## config.mk

```make
export PLATFORM = sky130hd
export DESIGN_NAME = fmps_sat_counter
export DESIGN_NICKNAME = d
export VERILOG_FILES = /design/src/rtl/fmps_sat_counter.sv
export SDC_FILE = /design/constraint.sdc
export NUM_CORES = 1
export LEC_CHECK = 0
export ABC_AREA = 1
export BUFFER_PORTS_ARGS = -buffer_cell sky130_fd_sc_hd__buf_2
export CORE_MARGIN = 2
export CORE_UTILIZATION = 35
export DETAILED_ROUTE_END_ITERATION = 8
export PLACE_DENSITY_LB_ADDON = 0.15
export SYNTH_ARGS = -nofsm -noshare
export SYNTH_HDL_FRONTEND = slang
export SYNTH_SLANG_ARGS = --single-unit
```

## constraint.sdc

```tcl
create_clock -name clk_i -period 3.12 [get_ports clk_i]
set_clock_uncertainty 0.05 [all_clocks]
set_input_delay 0.624 -clock clk_i [delete_from_list [all_inputs] [get_ports clk_i]]
set_output_delay 0.624 -clock clk_i [all_outputs]
set_load 0.005 [all_outputs]
```

## src/rtl/fmps_sat_counter.sv

```systemverilog
// Saturating up-counter with synchronous clear; clear has priority over increment.
module fmps_sat_counter #(
    parameter int unsigned Width = 16
) (
    input  logic             clk_i,
    input  logic             rst_ni,
    input  logic             clear_i,
    input  logic             inc_i,
    output logic [Width-1:0] count_o
);

    logic [Width-1:0] countQ;

    always_ff @(posedge clk_i or negedge rst_ni) begin
        if (!rst_ni) begin
            countQ <= '0;
        end else if (clear_i) begin
            countQ <= '0;
        end else if (inc_i && (countQ != '1)) begin
            countQ <= countQ + 1'b1;
        end
    end

    assign count_o = countQ;

endmodule

```

Word level (Yosys, flattened, before mapping)
Cells that the tools add are included.
W data, S select, Z words.

cells by class
  reductions and logical operators = 2
  eq/ne operators = 1
  $add $sub $neg = 1
  muxes and demuxes = 2

operator list
  kind                     count
  $mux W16                 2
  $add A16 B1 Y16 const B  1
  $ne A16 B16 Y1 const B   1
  $reduce_bool A2 Y1       1
  $logic_and A1 B1 Y1      1

word-level totals
  output and inout port bits = 16
  flip-flop bits (word level) = 16
  word-level logic and storage cells = 7
  input bits = 4

Depth between registers and ports, before layout
Gate-level depths: netlist (run 1).

  word-level depth = 4
  gate-level depth with buffers = 10
  depth with buffers taken out = 9

Worst setup path after synthesis (run 1)
Ideal clock, no wire load.

  path type = register to register
  start = reg countQ[0] (netlist: count_o[0])
  end = reg countQ[2] (netlist: count_o[2])
  clock period less this slack = 1.533 ns
  required time = 3.004 ns
  arrival time = 1.417 ns
  library setup time = 0.066 ns
  stages on the path, launching flop included = 10
  slack = 1.587 ns
  buffers on the path = 1
  cells stage by stage = dfrtp_1 -> ha_1 -> nand2_2 -> nor2_4 -> nand2_4 -> nor2_1 -> nor2_1 -> buf_2 -> nand4_1 -> nand2_1

on the way
  word-level cells in the longest chain between the ends = 3
  elaborated cells on any way between the ends = 6
  those cells by class = 1 x add/sub; 1 x eq/ne; 2 x mux; 2 x reduce/logical

ends and longest elaborated chain
  element                                            line    text
  from (decl)                                        12      logic [Width-1:0] countQ;
  from (signal assigned)                             20      countQ <= countQ + 1'b1;
  $add A16 B1 Y16 or $ne A16 B16 Y1 (tied branches)  20, 19
  $mux W16 or $logic_and A1 B1 Y1 (tied branches)    19      end else if (inc_i && (countQ != '1)) begin
  $mux W16 or $reduce_bool A2 Y1 (tied branches)     -

Parallel ways exist; a longest one is shown, timed or not. The select of a mux whose other input is x is not followed.
A chain may end at the register's enable or synchronous reset.

Final worst setup path (run 1)
  start = reg countQ[1] (netlist: count_o[1])
  end = reg countQ[2] (netlist: count_o[2])

Same word-level chain as after synthesis.

==> results of run 1 <==
-- critical path, stage by stage, from the launching register on --
cell	delay (ns)
dfrtp_1	0.43
ha_1	0.22
nand2_2	0.11
nor2_4	0.06
nand2_4	0.09
nor2_1	0.05
nor2_1	0.63
nand4_1	0.21
nand2_1	0.12
-- layer usage --
metal	vias to the layer above	global-route usage, %
met5	-	0
met4	0	6.977
met3	4	1.978
met2	16	23.11
met1	439	22.25
li1	502	-
-- logic make-up after synthesis --
group                      count (synthesis)  share of synthesized area [%]
AOI/OAI and AO/OA                          8                          5.428
xor gates and xnor gates                   5                          4.223
adders and majority gates                  1                          1.206
buffers and inverters                     16                          7.719
DFF                                       16                          38.60
and+or+nand+nor                           98                          42.82
-- per-stage QoR --
stage                     hold slack [ns]  setup slack [ns]  utilization [%]
after detailed placement           0.4853             1.112            41.07
final                              0.1747             1.091            42.38
after global routing               0.1926            0.9141            42.38
after global placement             0.4744             1.149            41.07
after CTS                          0.1738             1.088            42.38
after floorplan                    0.2784             1.587                -
-- power by group through the flow --
stage	registers, mW	logic, mW	clock network, mW
floorplan	0.216	0.0179	0
global placement	0.216	0.0280	0
detailed placement	0.216	0.0283	0
CTS	0.212	0.0284	0.152
global route	0.212	0.0317	0.159
finish	0.212	0.0274	0.140
-- how the worst max path moves through the flow --
stage | endpoint | cells after the start | from
2_1_floorplan | count_o[2] | 9 | count_o[0]
3_3_place_gp | count_o[10] | 8 | count_o[0]
3_5_place_dp | count_o[2] | 8 | count_o[1]
4_1_cts | count_o[2] | 8 | count_o[1]
5_1_grt | count_o[10] | 8 | count_o[1]
6_report | count_o[2] | 8 | count_o[1]
-- layout make-up --
class | instances | area share [%]
Clock buffer | 4 | 3.079
Inverter | 13 | 4.352
Multi-Input combinational cell | 112 | 47.24
Sequential cell | 16 | 33.97
Tap cell | 31 | 3.291
Timing Repair Buffer | 19 | 8.068
-- cell usage in the layout (no fill, tap or decap) --
master	count
a21oi_1	1
nor2_1	14
nand2_2	2
dfrtp_1	16
or2_2	1
o21bai_1	2
o21ai_4	1
ha_1	1
nor3_1	1
inv_2	1
clkbuf_4	3
o21ai_0	4
inv_4	1
clkbuf_8	1
inv_1	11
nand2_4	2
xor2_1	3
nand3_1	12
nor2_4	2
xnor2_1	2
nand2_1	55
nand4_1	9
buf_2	19
==> summary.txt, run 1 <==
die width - 58.44 um
Post-CTS Repair Setup Buffers - 0
number of global-route vias before repair - 862
share of power burned in registers - 55.9%
DRT iter0 DRCs - 37
filler instances - 289
synth warn - 0
Mapped Nets - 149
r2r endpoint - count_o[2]
placed instance area - 0.001142 mm^2
worst skew pair latency - 0.29 ns
area growth from synthesis to layout - 13.63%
Critical Path RT - 3.30 ns
port bufs - 19
met3 WL - 71 um
Leak - 0.6259 nW
largest net degree at the start of global routing - 17
CTS tree - built
Final Slew Violations - 0
worst hold path type - input pin to asynchronous set/reset pin
first-pass iteration count of the detailed router - 4
top-count cell post-synth - nand2_1
top cells by count, synth - nand2_1, dfrtp_1, nor2_1
post-cts gate resize count - 0
Max IR drop VDD - 0.0001624 V
dpl cells - 191
Setup Viol. Count Final - 0
sequential area share after synthesis - 38.60%
largest cells by area after synthesis - dfrtp_1, nand2_1, nand3_1, nand4_1, nor2_1
Routed Antenna Nets - 0
Yosys cell types - 23
Comb power frac - 7.2%
cts hold-fix bufs - 0
area leader, netlist - dfrtp_1
RSZ-0062 raised after global routing - no
top_reg_cell synth - dfrtp_1
Overflow after GRT - 0
CP startpoint kind - register
H-tree levels - 1
Critical Path Fanout Max - 13
Final #Nets - 170
max reg flops - 16
share of layout cells above drive strength 1 - 20.12%
post-route cell area - 0.001179 mm^2
clk sink count - 16
DRC Markers - 0
clock power share - 36.9%
Max transition margin - 44.67%
antenna violations before repair - 0
final non-filler cell total - 195
Synth Instances - 144
number of max-cap violations - 0
core area - 0.002781 mm^2
maximum clock insertion buffer count - 2
DR vias/cell - 4.928
Fin. Hold Viols - 0
Sw Share - 24.10%
Power Density - 321.9 mW/mm^2
FFs w/ async S/R, synth - 100.0%
Crit path arrival time - 2.21 ns
setup slack, reg-to-reg - 1.09 ns
final WL - 2.348 mm
vias post-DR - 961
# IOs - 20
Tcrit/Tclk final - 65.05%
WL/cell - 12.04 um
Tmin final - 2.029 ns
# diodes - 0
setup TNS - 0 ns
Root Buffer Master - clkbuf_4
status - complete, no violations
Starting Density - 37.29%
multi-input logic area - 556.8 um^2
switching power - 0.09143 mW
post-DP HPWL - 1.725 mm
GRT Overall Usage - 15.48%
first-pass GRT wire length - 4.008 mm
Register Area - 400.4 um^2
die area - 0.003415 mm^2
Pint - 0.2880 mW
Final GP Congestion - 0.8320
critical path capture point type - register
worst r2r path cells - 8
#FFs+latches synth - 16
clk slew on worst S/H paths - 0.10 ns
wl on met1 - 1.178 mm
critical path class - register to register
Post-synth EDFFs - 0
metal2 WL - 1.058 mm
FP Rows - 19
Slew @ Worst Pin - 0.8269 ns
total CTS buffers - 3
post-synthesis cell area - 0.001037 mm^2
Power Total - 0.3794 mW
Peak Freq - 492.7 MHz
average size of a mapped cell - 7.203 um^2
proportion of netlist area held by the largest area contributor - 38.60%
Top Layer Used - met4
start of the worst register-to-register path - count_o[1]
Die Span Y - 58.44 um
No activity file was read; power rests on OpenSTA's default activity.
==> inputs of run 2 (changes only) <==
--- a/config.mk
+++ b/config.mk
@@ -5,7 +5,7 @@
 export SDC_FILE = /design/constraint.sdc
 export NUM_CORES = 1
 export LEC_CHECK = 0
-export ABC_AREA = 1
+export ABC_AREA = 0
 export BUFFER_PORTS_ARGS = -buffer_cell sky130_fd_sc_hd__buf_2
 export CORE_MARGIN = 2
 export CORE_UTILIZATION = 35
==> constraint.sdc (replaced) <==
create_clock -name clk_i -period 2.1 [get_ports clk_i]
set_clock_uncertainty 0.05 [all_clocks]
set_input_delay 0.42 -clock clk_i [delete_from_list [all_inputs] [get_ports clk_i]]
set_output_delay 0.42 -clock clk_i [all_outputs]
set_load 0.005 [all_outputs]
==> summary.txt, run 2 <==
status - complete, no violations (unchanged)
most common cell after layout, fill and taps aside - buf_2 (was nand2_1)
share of layout cells above drive strength 1 - 30.58% (was 20.12%)
Power Total - 0.5220 mW (was 0.3794 mW)
Yosys cell types - 28 (was 23)
Power Density - 460.0 mW/mm^2 (was 321.9 mW/mm^2)
Root Buffer Master - clkbuf_4 (unchanged)
# IOs - 20 (unchanged)
Slew @ Worst Pin - 0.5949 ns (was 0.8269 ns)
Final Slew Violations - 0 (unchanged)
total CTS buffers - 3 (unchanged)
RSZ-0062 raised after global routing - no (unchanged)
area leader, netlist - dfrtp_1 (unchanged)
Die Span Y - 55.89 um (was 58.44 um)
Starting Density - 37.35% (was 37.29%)
final non-filler cell total - 151 (was 195)
Max transition margin - 60.30% (was 44.67%)
setup TNS - 0 ns (unchanged)
largest cells by area after synthesis - dfrtp_1, a21oi_1, o31ai_1, mux2_1, nand4_1 (was dfrtp_1, nand2_1, nand3_1, nand4_1, nor2_1)
Routed Antenna Nets - 0 (unchanged)
clk slew on worst S/H paths - 0.09 ns (was 0.10 ns)
die area - 0.003123 mm^2 (was 0.003415 mm^2)
Peak Freq - 497.2 MHz (was 492.7 MHz)
#FFs+latches synth - 16 (unchanged)
vias post-DR - 875 (was 961)
proportion of netlist area held by the largest area contributor - 42.50% (was 38.60%)
Critical Path RT - 2.27 ns (was 3.30 ns)
Post-synth EDFFs - 0 (unchanged)
Setup Viol. Count Final - 0 (unchanged)
first-pass GRT wire length - 3.960 mm (was 4.008 mm)
GRT Overall Usage - 15.95% (was 15.48%)
number of global-route vias before repair - 849 (was 862)
Mapped Nets - 103 (was 149)
clk sink count - 16 (unchanged)
die width - 55.89 um (was 58.44 um)
post-DP HPWL - 1.523 mm (was 1.725 mm)
top-count cell post-synth - dfrtp_1 (was nand2_1)
core area - 0.002522 mm^2 (was 0.002781 mm^2)
average size of a mapped cell - 9.614 um^2 (was 7.203 um^2)
worst r2r path cells - 7 (was 8)
dpl cells - 144 (was 191)
DRC Markers - 0 (unchanged)
CTS tree - built (unchanged)
top_reg_cell synth - dfrtp_1 (unchanged)
Util after Layout - 44.99% (was 42.38%)
FFs w/ async S/R, synth - 100.0% (unchanged)
Overflow after GRT - 0 (unchanged)
Max IR drop VDD - 0.0003364 V (was 0.0001624 V)
first-pass iteration count of the detailed router - 4 (unchanged)
Leak - 0.5193 nW (was 0.6259 nW)
# diodes - 0 (unchanged)
H-tree levels - 1 (unchanged)
pre-CTS setup slack - 0.1139 ns (was 1.112 ns)
worst skew pair latency - 0.30 ns (was 0.29 ns)
antenna violations before repair - 0 (unchanged)
DR vias/cell - 5.795 (was 4.928)
critical path capture point type - register (unchanged)
top cells by count, synth - dfrtp_1, a21oi_1, o31ai_1 (was nand2_1, dfrtp_1, nor2_1)
number of max-cap violations - 0 (unchanged)
Synth Instances - 98 (was 144)
critical path class - register to register (unchanged)
post-synthesis cell area - 942.2 um^2 (was 0.001037 mm^2)
Final #Nets - 128 (was 170)
WL/cell - 15.22 um (was 12.04 um)
area growth from synthesis to layout - 20.45% (was 13.63%)
max reg flops - 16 (unchanged)
Tmin final - 2.011 ns (was 2.029 ns)
DRT iter0 DRCs - 14 (was 37)
WHS Path Cells - 3
maximum clock insertion buffer count - 2 (unchanged)
most frequent cells in the layout - buf_2, dfrtp_1, a21oi_1 (was nand2_1, buf_2, dfrtp_1)
worst hold path type - input pin to register (was input pin to asynchronous set/reset pin)
CP startpoint kind - register (unchanged)
final WL - 2.298 mm (was 2.348 mm)
port bufs - 19 (unchanged)
Fin. Hold Viols - 0 (unchanged)
FP Rows - 18 (was 19)
Final GP Congestion - 0.7197 (was 0.8320)
Tcrit/Tclk final - 95.78% (was 65.05%)
largest net degree at the start of global routing - 23 (was 17)
Critical Path Fanout Max - 11 (was 13)
Crit path arrival time - 2.18 ns (was 2.21 ns)
Final WS setup - 0.08858 ns (was 1.091 ns)
sequential area share after synthesis - 42.50% (was 38.60%)
synth warn - 0 (unchanged)
==> run 2: cell count changes after synthesis, moves of 5 or more <==
| cell | change |
|---|---|
| nand2_1 | -49 |
| a21oi_1 | +10 |
| nor2_1 | -10 |
| nand3_1 | -9 |
| inv_1 | -8 |
| o31ai_1 | +7 |
| or4_1 | +5 |
==> run 2: logic make-up after synthesis <==
group / synth area share [%]
AOI/OAI and AO/OA: 16.20
adders and majority gates: 1.328
buffers and inverters: 3.983
DFF: 42.50
muxes: 4.781
and+or+nand+nor: 31.21
==> run 2: what timing repair did <==
action	in CTS	in global routing
hold buffers	1	0
endpoints found under the hold margin	16	0
setup buffers	0	3
setup endpoints to repair	0	6
gates resized for setup	0	1
==> run 2: critical path, cell delays in order, from the launching register on <==
cell and delay [ns]:
dfrtp_1 0.41, ha_1 0.25, nand4_2 0.12, nor4_4 0.06
buf_4 0.16, buf_12 0.13, or4_2 0.62, a21oi_2 0.14
==> run 2: layout make-up <==
| cell class | count | area [um^2] |
|---|---|---|
| fill | 261 | 1388 |
| timing repair buffer | 25 | 155.1 |
| inverter | 3 | 11.26 |
| sequential | 16 | 400.4 |
| multi-input combinational | 74 | 508.0 |
| tap | 30 | 37.54 |
| clock buffer | 3 | 22.52 |
==> run 2: path summary, 6_finish.rpt <==
path / startpoint / end / slack (ns)
worst max-delay path: count_o[0] / count_o[3] / 0.09
worst min-delay path: inc_i / count_o[1] / 0.38
worst max register to register: count_o[0] / count_o[3] / 0.09
worst min register to register: count_o[10] / count_o[10] / 0.55
max in group asynchronous: rst_ni / count_o[10] / 1.21
min in group asynchronous: rst_ni / count_o[14] / 0.51
==> run 2: routing by layer <==
layer  GRT usage (%)  share of wire, %  vias to the layer above
li1                -                 -                      427
met3           5.116               4.6                        2
met5               0                 0                        -
met2           28.06                47                       19
met4           4.082              0.83                        0
met1           18.71                47                      427
==> run 2: where the power goes <==
group	leakage [nW]	internal [mW]	total (mW)	switching [mW]
Sequential	0.222	0.311	0.314	0.00289
Clock	0.0138	0.0667	0.171	0.104
Combinational	0.283	0.0117	0.0373	0.0257
==> run 2: stage by stage <==
stage                     area, um^2  hold slack [ns]
after floorplan                942.2          0.07441
after global placement          1076           0.3095
after detailed placement        1076           0.3103
after CTS                       1109           0.3777
after global routing            1135           0.3833
final                           1135           0.3850
